[src/rtl/uart_rx_async.sv]
// UART receiver: 16x oversampled start/data/parity/stop recovery into a holding register or an external FIFO.
// Optional stop-bit framing check is compiled in with `define COREUART_RX_FRAMING_ERR_EN.
module uart_rx_async #(
    parameter int RX_FIFO = 0
) (
    input  logic       clk,
    input  logic       reset_n,
    input  logic       baud_clock,
    input  logic       rx,
    input  logic       bit8,
    input  logic       parity_en,
    input  logic       odd_n_even,
    input  logic       read_rx_byte,
    input  logic       fifo_full,
    input  logic       fifo_empty,
    output logic [7:0] rx_byte,
    output logic       rxrdy,
    output logic       fifo_write_rx,
    output logic       parity_err,
    output logic       overflow,
    output logic       framing_err
);

    typedef enum logic [2:0] {
        RX_IDLE   = 3'd0,
        RX_START  = 3'd1,
        RX_DATA   = 3'd2,
        RX_PARITY = 3'd3,
        RX_STOP   = 3'd4
    } rx_state_t;

    rx_state_t  state_q, state_d;
    logic       rx_meta_q, rx_s_q;
    logic [3:0] count_q, count_d;
    logic [3:0] bit_idx_q, bit_idx_d;
    logic [7:0] data_q, data_d;
    logic       armed_q, armed_d;
    logic       bit8_q, bit8_d;
    logic       par_en_q, par_en_d;
    logic       par_bad_q, par_bad_d;
    logic       done_q, done_d;
    logic [7:0] rx_byte_q, rx_byte_d;
    logic       rxrdy_q, rxrdy_d;
    logic       fifo_write_rx_q, fifo_write_rx_d;
    logic       parity_err_q, parity_err_d;
    logic       overflow_q, overflow_d;
    logic [3:0] last_bit;

`ifdef COREUART_RX_FRAMING_ERR_EN
    logic       stop_bad_q, stop_bad_d;
    logic       framing_err_q, framing_err_d;
`endif

    assign last_bit = bit8_q ? 4'd7 : 4'd6;

    always_ff @(posedge clk or negedge reset_n) begin
        if (!reset_n) begin
            rx_meta_q       <= 1'b1;
            rx_s_q          <= 1'b1;
            state_q         <= RX_IDLE;
            count_q         <= 4'd0;
            bit_idx_q       <= 4'd0;
            data_q          <= 8'd0;
            armed_q         <= 1'b0;
            bit8_q          <= 1'b0;
            par_en_q        <= 1'b0;
            par_bad_q       <= 1'b0;
            done_q          <= 1'b0;
            rx_byte_q       <= 8'd0;
            rxrdy_q         <= 1'b0;
            fifo_write_rx_q <= 1'b1;
            parity_err_q    <= 1'b0;
            overflow_q      <= 1'b0;
`ifdef COREUART_RX_FRAMING_ERR_EN
            stop_bad_q      <= 1'b0;
            framing_err_q   <= 1'b0;
`endif
        end else begin
            rx_meta_q       <= rx;
            rx_s_q          <= rx_meta_q;
            state_q         <= state_d;
            count_q         <= count_d;
            bit_idx_q       <= bit_idx_d;
            data_q          <= data_d;
            armed_q         <= armed_d;
            bit8_q          <= bit8_d;
            par_en_q        <= par_en_d;
            par_bad_q       <= par_bad_d;
            done_q          <= done_d;
            rx_byte_q       <= rx_byte_d;
            rxrdy_q         <= rxrdy_d;
            fifo_write_rx_q <= fifo_write_rx_d;
            parity_err_q    <= parity_err_d;
            overflow_q      <= overflow_d;
`ifdef COREUART_RX_FRAMING_ERR_EN
            stop_bad_q      <= stop_bad_d;
            framing_err_q   <= framing_err_d;
`endif
        end
    end

    // Frame sequencing; only advances on the 16x baud enable.
    always_comb begin
        state_d   = state_q;
        count_d   = count_q;
        bit_idx_d = bit_idx_q;
        data_d    = data_q;
        armed_d   = armed_q;
        bit8_d    = bit8_q;
        par_en_d  = par_en_q;
        par_bad_d = par_bad_q;
        done_d    = 1'b0;
`ifdef COREUART_RX_FRAMING_ERR_EN
        stop_bad_d = stop_bad_q;
`endif
        if (baud_clock) begin
            case (state_q)
                RX_IDLE: begin
                    if (rx_s_q) begin
                        armed_d = 1'b1;
                    end else if (armed_q) begin
                        state_d = RX_START;
                        count_d = 4'd0;
                    end
                end
                RX_START: begin
                    if (count_q == 4'd7) begin
                        if (!rx_s_q) begin
                            state_d   = RX_DATA;
                            count_d   = 4'd0;
                            bit_idx_d = 4'd0;
                            data_d    = 8'd0;
                            bit8_d    = bit8;
                            par_en_d  = parity_en;
                            par_bad_d = 1'b0;
                        end else begin
                            state_d = RX_IDLE;
                        end
                    end else begin
                        count_d = count_q + 4'd1;
                    end
                end
                RX_DATA: begin
                    count_d = count_q + 4'd1;
                    if (count_q == 4'd15) begin
                        data_d[bit_idx_q[2:0]] = rx_s_q;
                        if (bit_idx_q == last_bit) begin
                            state_d = par_en_q ? RX_PARITY : RX_STOP;
                        end else begin
                            bit_idx_d = bit_idx_q + 4'd1;
                        end
                    end
                end
                RX_PARITY: begin
                    count_d = count_q + 4'd1;
                    if (count_q == 4'd15) begin
                        // bit 7 is still zero in 7-bit mode, so the full-byte XOR is valid.
                        par_bad_d = (rx_s_q != (odd_n_even ^ (^data_q)));
                        state_d   = RX_STOP;
                    end
                end
                RX_STOP: begin
                    count_d = count_q + 4'd1;
                    if (count_q == 4'd15) begin
                        done_d  = 1'b1;
                        state_d = RX_IDLE;
                        armed_d = 1'b0;
`ifdef COREUART_RX_FRAMING_ERR_EN
                        stop_bad_d = !rx_s_q;
`endif
                    end
                end
                default: begin
                    state_d = RX_IDLE;
                end
            endcase
        end
    end

    // Delivery and sticky flags; a completion on the same clk as a read wins over the clear.
    always_comb begin
        rx_byte_d       = rx_byte_q;
        rxrdy_d         = rxrdy_q;
        fifo_write_rx_d = 1'b1;
        parity_err_d    = parity_err_q;
        overflow_d      = overflow_q;
`ifdef COREUART_RX_FRAMING_ERR_EN
        framing_err_d   = framing_err_q;
`endif
        if (read_rx_byte) begin
            rxrdy_d      = 1'b0;
            parity_err_d = 1'b0;
            overflow_d   = 1'b0;
`ifdef COREUART_RX_FRAMING_ERR_EN
            framing_err_d = 1'b0;
`endif
        end
        if (done_q) begin
            rx_byte_d = data_q;
            if (RX_FIFO == 0) begin
                rxrdy_d = 1'b1;
                if (rxrdy_q && !read_rx_byte) begin
                    overflow_d = 1'b1;
                end
            end else begin
                if (!fifo_full) begin
                    fifo_write_rx_d = 1'b0;
                end else begin
                    overflow_d = 1'b1;
                end
            end
            if (par_en_q && par_bad_q) begin
                parity_err_d = 1'b1;
            end
`ifdef COREUART_RX_FRAMING_ERR_EN
            if (stop_bad_q) begin
                framing_err_d = 1'b1;
            end
`endif
        end
    end

    generate
        if (RX_FIFO != 0) begin : g_fifo_rdy
            assign rxrdy = !fifo_empty;
        end else begin : g_reg_rdy
            assign rxrdy = rxrdy_q;
        end
    endgenerate

    // Inputs/flops that one of the build variants leaves without a reader.
    logic unused_sink;
    assign unused_sink = ^{fifo_full, fifo_empty, rxrdy_q};

    assign rx_byte       = rx_byte_q;
    assign fifo_write_rx = fifo_write_rx_q;
    assign parity_err    = parity_err_q;
    assign overflow      = overflow_q;

`ifdef COREUART_RX_FRAMING_ERR_EN
    assign framing_err = framing_err_q;
`else
    assign framing_err = 1'b0;
`endif

endmodule
[config.mk]
export PLATFORM = sky130hd
export DESIGN_NAME = uart_rx_async
export DESIGN_NICKNAME = d
export VERILOG_FILES = /design/src/rtl/uart_rx_async.sv
export SDC_FILE = /design/constraint.sdc
export NUM_CORES = 1
export LEC_CHECK = 0
export ABC_AREA = 1
export BUFFER_PORTS_ARGS = -buffer_cell sky130_fd_sc_hd__buf_2
export CELL_PAD_IN_SITES_DETAIL_PLACEMENT = 1
export CELL_PAD_IN_SITES_GLOBAL_PLACEMENT = 1
export CORE_MARGIN = 10
export CORE_UTILIZATION = 43
export DETAILED_ROUTE_END_ITERATION = 8
export GPL_TIMING_DRIVEN = 1
export MAX_ROUTING_LAYER = met4
export PLACE_DENSITY_LB_ADDON = 0.1
export SLEW_MARGIN = 20
export SYNTH_ARGS = -nofsm -noshare
export SYNTH_HDL_FRONTEND = slang
export SYNTH_SLANG_ARGS = --single-unit
export TNS_END_PERCENT = 5
[constraint.sdc]
create_clock -name clk -period 2 [get_ports clk]
set_clock_uncertainty 0.1 [all_clocks]
set_input_delay 0.2 -clock clk [delete_from_list [all_inputs] [get_ports clk]]
set_output_delay 0.2 -clock clk [all_outputs]
set_load 0.01 [all_outputs]
## After elaboration in Yosys (flattened, before gate mapping)

Index checks and enable logic that the tools add are counted.

| word-level totals | value |
|---|---|
| logic and storage cells | 104 |
| output and inout bits | 13 |
| input bits | 10 |
| flip-flop bits (word level) | 37 |

| cells by class | value |
|---|---|
| reduce and logical (&&, ||, !) cells | 19 |
| add/sub/neg operators | 2 |
| magnitude comparators | 2 |
| muxes and demuxes | 45 |
| eq/ne operators | 19 |
| bitwise operators | 2 |

Operator list:

| kind | number |
|---|---|
| 4-bit two-way mux | 7 |
| 3-bit two-way mux | 8 |
| 8-bit two-way mux | 3 |
| 2-bit != test, second input constant | 10 |
| 1-bit two-way mux | 18 |
| 8-bit case mux with 2 select lines | 1 |
| 3-bit case mux with 5 select lines | 1 |
| 5-bit AND reduction | 3 |
| 4-bit case mux with 3 select lines | 1 |
| 4-bit by 1-bit adder with 4-bit output, second input constant | 2 |
| 8-bit bitwise mux | 1 |
| 4-bit case mux with 2 select lines | 1 |
| 4-bit AND reduction | 2 |
| 8-bit AND reduction | 1 |
| 2-bit nonzero test | 4 |
| 8-bit XOR reduction | 1 |
| 3-bit by 2-bit equality test with 1-bit output, second input constant | 2 |
| 6-bit AND reduction | 1 |
| 4-bit by 3-bit equality test with 1-bit output | 1 |
| 4-bit by 3-bit equality test with 1-bit output, second input constant | 1 |
| 4-bit equality test, second input constant | 1 |
| 3-bit by 4-bit < comparator with 1-bit output, second input constant | 1 |
| 1-bit case mux with 2 select lines | 2 |
| 1-bit demux with 3-bit select | 1 |
| other kinds (13) | 15 |

## Depth between registers and ports, before layout

| depth | value |
|---|---|
| depth in word-level cells | 7 |
| depth in mapped cells | 11 |
| mapped depth without buffers | 11 |

## Worst setup path before layout

Ideal clock, no wire load.

| path | value |
|---|---|
| kind | register -> register |
| from | register count_q[0] |
| to | register state_q[2] |
| stages on the path, launching flop included | 11 |
| buffers on the path | 0 |
| library setup time | 0.117 ns |
| data required time | 1.783 ns |
| data arrival time | 1.296 ns |
| slack | 0.487 ns |
| clock period less this slack | 1.513 ns |
| path through | dfrtp_1 > ha_1 > nand2_1 > nor2_4 > inv_2 > nand2_1 > nand2_2 > nor3_4 > nand2_1 > nand2_1 > nand2_1 |

| between the ends | value |
|---|---|
| cells in the longest elaborated chain, start to end | 3 |
| elaborated cells on any way between the ends | 7 |
| those cells by class | 6 x eq/ne; 1 x reduce/logical |

Ends and longest elaborated chain:

| what | RTL line | text |
|---|---|---|
| start, declared | 34 | `logic [3:0] count_q, count_d;` |
| start signal, assigned | 82 | `count_q <= count_d;` |
| 4-bit equality test / 4-bit by 3-bit equality test with 1-bit output (equally long branches) | - |  |
| 2-bit != test (no source line) | - |  |
| 8-bit AND reduction (no source line) (*) | - |  |
| end signal, assigned | 81 | `state_q <= state_d;` |
| end, declared | 32 | `rx_state_t state_q, state_d;` |

Mark *: on every way between the ends. The rest lies on a longest branch, timed or not.
A chain may end at the register's enable or synchronous reset.

## Final worst setup path

| path | value |
|---|---|
| from | register state_q[2] |
| to | register bit_idx_q[2] |

| between the ends | value |
|---|---|
| cells in the longest elaborated chain, start to end | 3 |
| elaborated cells on any way between the ends | 9 |
| those cells by class | 6 x eq/ne; 1 x mux; 2 x reduce/logical |

Ends and longest elaborated chain:

| what | RTL line | text |
|---|---|---|
| 3-bit by 2-bit equality test with 1-bit output / 3-bit by 1-bit equality test with 1-bit output (equally long branches) | 117 | `case (state_q)` |
| 2-bit != test (no source line) / 2-bit nonzero test (equally long branches) | - |  |
| 6-bit AND reduction (no source line) | - |  |
| end signal, assigned | 83 | `bit_idx_q <= bit_idx_d;` |
| end, declared | 35 | `logic [3:0] bit_idx_q, bit_idx_d;` |

Parallel ways exist; a longest one is shown, timed or not.

==> impl_metrics.toml <==
[outcome]
run_status = "finished, final reports clean"

[logic_synthesis]
post_synth_most_frequent_cells = "110 x sky130_fd_sc_hd__nand2_1, 35 x sky130_fd_sc_hd__dfrtp_1, 29 x sky130_fd_sc_hd__nand3_1, 23 x sky130_fd_sc_hd__inv_1, 16 x sky130_fd_sc_hd__o21ai_0"
net_count_after_synthesis = 307
mappedNetlistArea_um2 = 2220
synth_enable_flop_cells = 0
count_leader_synth = "sky130_fd_sc_hd__nand2_1"
yosys.area.top_type_share_pct = 39.5
synth_sequential_area_ratio_pct = 41.8
yosys.area.top_type = "sky130_fd_sc_hd__dfrtp_1"
postSynth.topFlopCell = "sky130_fd_sc_hd__dfrtp_1"
synth_seq_cells = 37
synth_warnings = 0
yosysUniqueCellTypes = 35
synth_area_per_cell_um2 = 7.52
async_flop_share_pct = 100
synth_top_cells_by_area = "sky130_fd_sc_hd__dfrtp_1 39%, sky130_fd_sc_hd__nand2_1 19%, sky130_fd_sc_hd__nand3_1 6.5%"
post_synth_inst_count = 295

[timing]
min_period_ns = 1.73
period_share_pct = 86.5
setup_viol_count_final = 0
grt_setup_unrepaired = "false"
layout_setup_ws_ns = 0.269
report.final.slew_viol_count = 0
timing.setup.tns_ns = 0
max_freq_mhz = 578
hold_violations = 0

[power]
power_per_cell_area_nw_per_um2 = 959
power_leakage_uw = 0.00126
ir_worst_vdd_v = 0.000432
post_layout_power_uw = 2380

[floorplanning]
floorplan.core_area_um2 = 5040
die-height_um = 91.8
boundaryPins = 23
initial_utilization_pct = 44.0
die_area_um2 = 8430
rows = 26
fp.dieW_um = 91.8

[final_layout]
flow.area_growth_from_synthesis_pct = 11.7
diodes = 0
finish.net_count = 329
share_of_layout_cells_above_drive_strength_1_pct = 19.9
fillers = 654

[critical_path]
worstPathArrival_ns = 1.81
setup.worst_path.start_class = "flip-flop"
setup.worst_path.class = "flip-flop to flip-flop"
path_max_fanout = 14
crit_required_ns = 2.08
worst_setup_path_end_kind = "flip-flop"

[clock_network]
h-tree-depth = 2
clock_path_buffers = 2
clock_tree_from_tritoncts = "yes"
ctsResizeCount = 0
clk-insertion-delay-late_ns = 0.29
cts_buffers = 5
cts.root.buffer_cell = "sky130_fd_sc_hd__clkbuf_8"
cts.sink_count = 37
clock_transition_time_at_the_flip_flop_clock_pins_of_the_worst_setup_and_hold_paths_ns = 0.07

[global_route]
globalRouteOverflowTotal = 0
grt_use_total_pct = 12.8
grt_pass1_wl_um = 8740
largest_net_degree_at_the_start_of_global_routing = 22
number_of_antenna_violations_at_the_first_check_in_global_routing = 0
grt_pass1_vias = 1901

[hold_path]
hold_path.class = "primary input to flip-flop"

[job]
cap_viol_max_count = 0

[routing]
vias = 1889
totalWireLength_um = 4970
drtPass1Iterations = 4
detail_route.vias_per_cell = 4.88
avgRoutedWirePerCell_um = 12.8
count_of_antenna_violating_nets_left_after_detailed_routing = 0
drt-initial-drc-count = 62
drc = 0

[placed_design]
globalplace.congestion = 0.869
dpl_worst_slack_ns = 0.278
port-buffer-count = 18
detail_placement_hpwl_um = 3910
[cells by family after synthesis]
logic type	synth area share, %
AND/OR/NAND/NOR	39.0
buffers and inverters	7.22
flip-flops	41.8
AO/OA/AOI/OAI	7.73
XOR/XNOR	2.76
adder cells (fa/ha/maj)	1.13
other	0.339
[power by group]
| group | leakage (µW) | switching, µW | internal [µW] |
|---|---|---|---|
| Sequential | 0.000503 | 107 | 824 |
| Clock | 0.0000443 | 251 | 273 |
| Combinational | 0.000713 | 632 | 291 |
| Total | 0.00126 | 990 | 1390 |
[registers in the layout, summed over array words and instances (netlist names)]
register	count
rx_meta_q	1
rx_byte	8
count_q	4
armed_q	1
rxrdy	1
par_en_q	1
par_bad_q	1
parity_err	1
done_q	1
state_q	3
bit8_q	1
overflow	1
rx_s_q	1
bit_idx_q	4
data_q	8
[path summary, 6_finish.rpt]
path	start	endpoint	slack, ns	depth (start not counted)
min in group asynchronous	reset_n	count_q[3]	0.31	2
worst min register to register	rx_meta_q	rx_s_q	0.26	0
worst max register to register	state_q[2]	bit_idx_q[2]	0.27	8
worst min-delay path	parity_en	par_en_q	0.05	3
max in group asynchronous	reset_n	par_bad_q	0.98	3
worst max-delay path	state_q[2]	bit_idx_q[2]	0.27	8
[what timing repair did]
item / CTS / global route
buffers inserted: 0 / 0
hold buffers: 2 / 0
hold endpoints to repair: 18 / 0
[final cells by class]
type                       count  area, µm²  area share, %
inverter                      31        121           4.90
tap                           70       87.6           3.53
timing repair buffer          22        125           5.05
multi-input combinational    220       1130           45.6
clock buffer                   7       86.3           3.48
sequential                    37        928           37.5
[routing by layer]
metal  wire [µm]  share of wire, %  GRT usage [%]
met5           0                 0              -
met4          82               1.6           5.14
met2        2200                44           19.4
met1        2490                50           15.8
met3         203               4.1           3.42
[critical path, cell delays in order (launching register included)]
cell,delay (ns)
sky130_fd_sc_hd__dfrtp_1,0.48
sky130_fd_sc_hd__nor2_2,0.18
sky130_fd_sc_hd__nand2_2,0.21
sky130_fd_sc_hd__inv_2,0.20
sky130_fd_sc_hd__nand2_1,0.07
sky130_fd_sc_hd__nand2_1,0.15
sky130_fd_sc_hd__nand2_8,0.10
sky130_fd_sc_hd__nand2_2,0.07
sky130_fd_sc_hd__o21ai_2,0.05
[placed cells by master (no fill, tap or decap), drive strengths merged]
cell / count
a21oi: 5
a32o: 1
buf: 20
clkbuf: 7
conb: 2
dfrtp: 35
dfstp: 2
dlygate4sd3: 2
ha: 2
inv: 31
nand2: 119
nand3: 30
nor2: 15
nor3: 10
o211ai: 1
o21ai: 20
o22ai: 1
or2: 7
xnor2: 3
xor2: 4
[metrics by stage]
stage	hold WS (ns)	utilization (%)	instances	cell area, µm²
3_5_place_dp	0.0855	47.0	378	2370
5_1_grt	0.0552	49.2	387	2480
4_1_cts	0.0427	49.2	387	2480
6_report	0.0518	49.2	387	2480
2_1_floorplan	-0.196	-	295	2220
3_3_place_gp	0.0779	47.0	378	2370
Note: power is estimated with default switching activity, not from simulation.
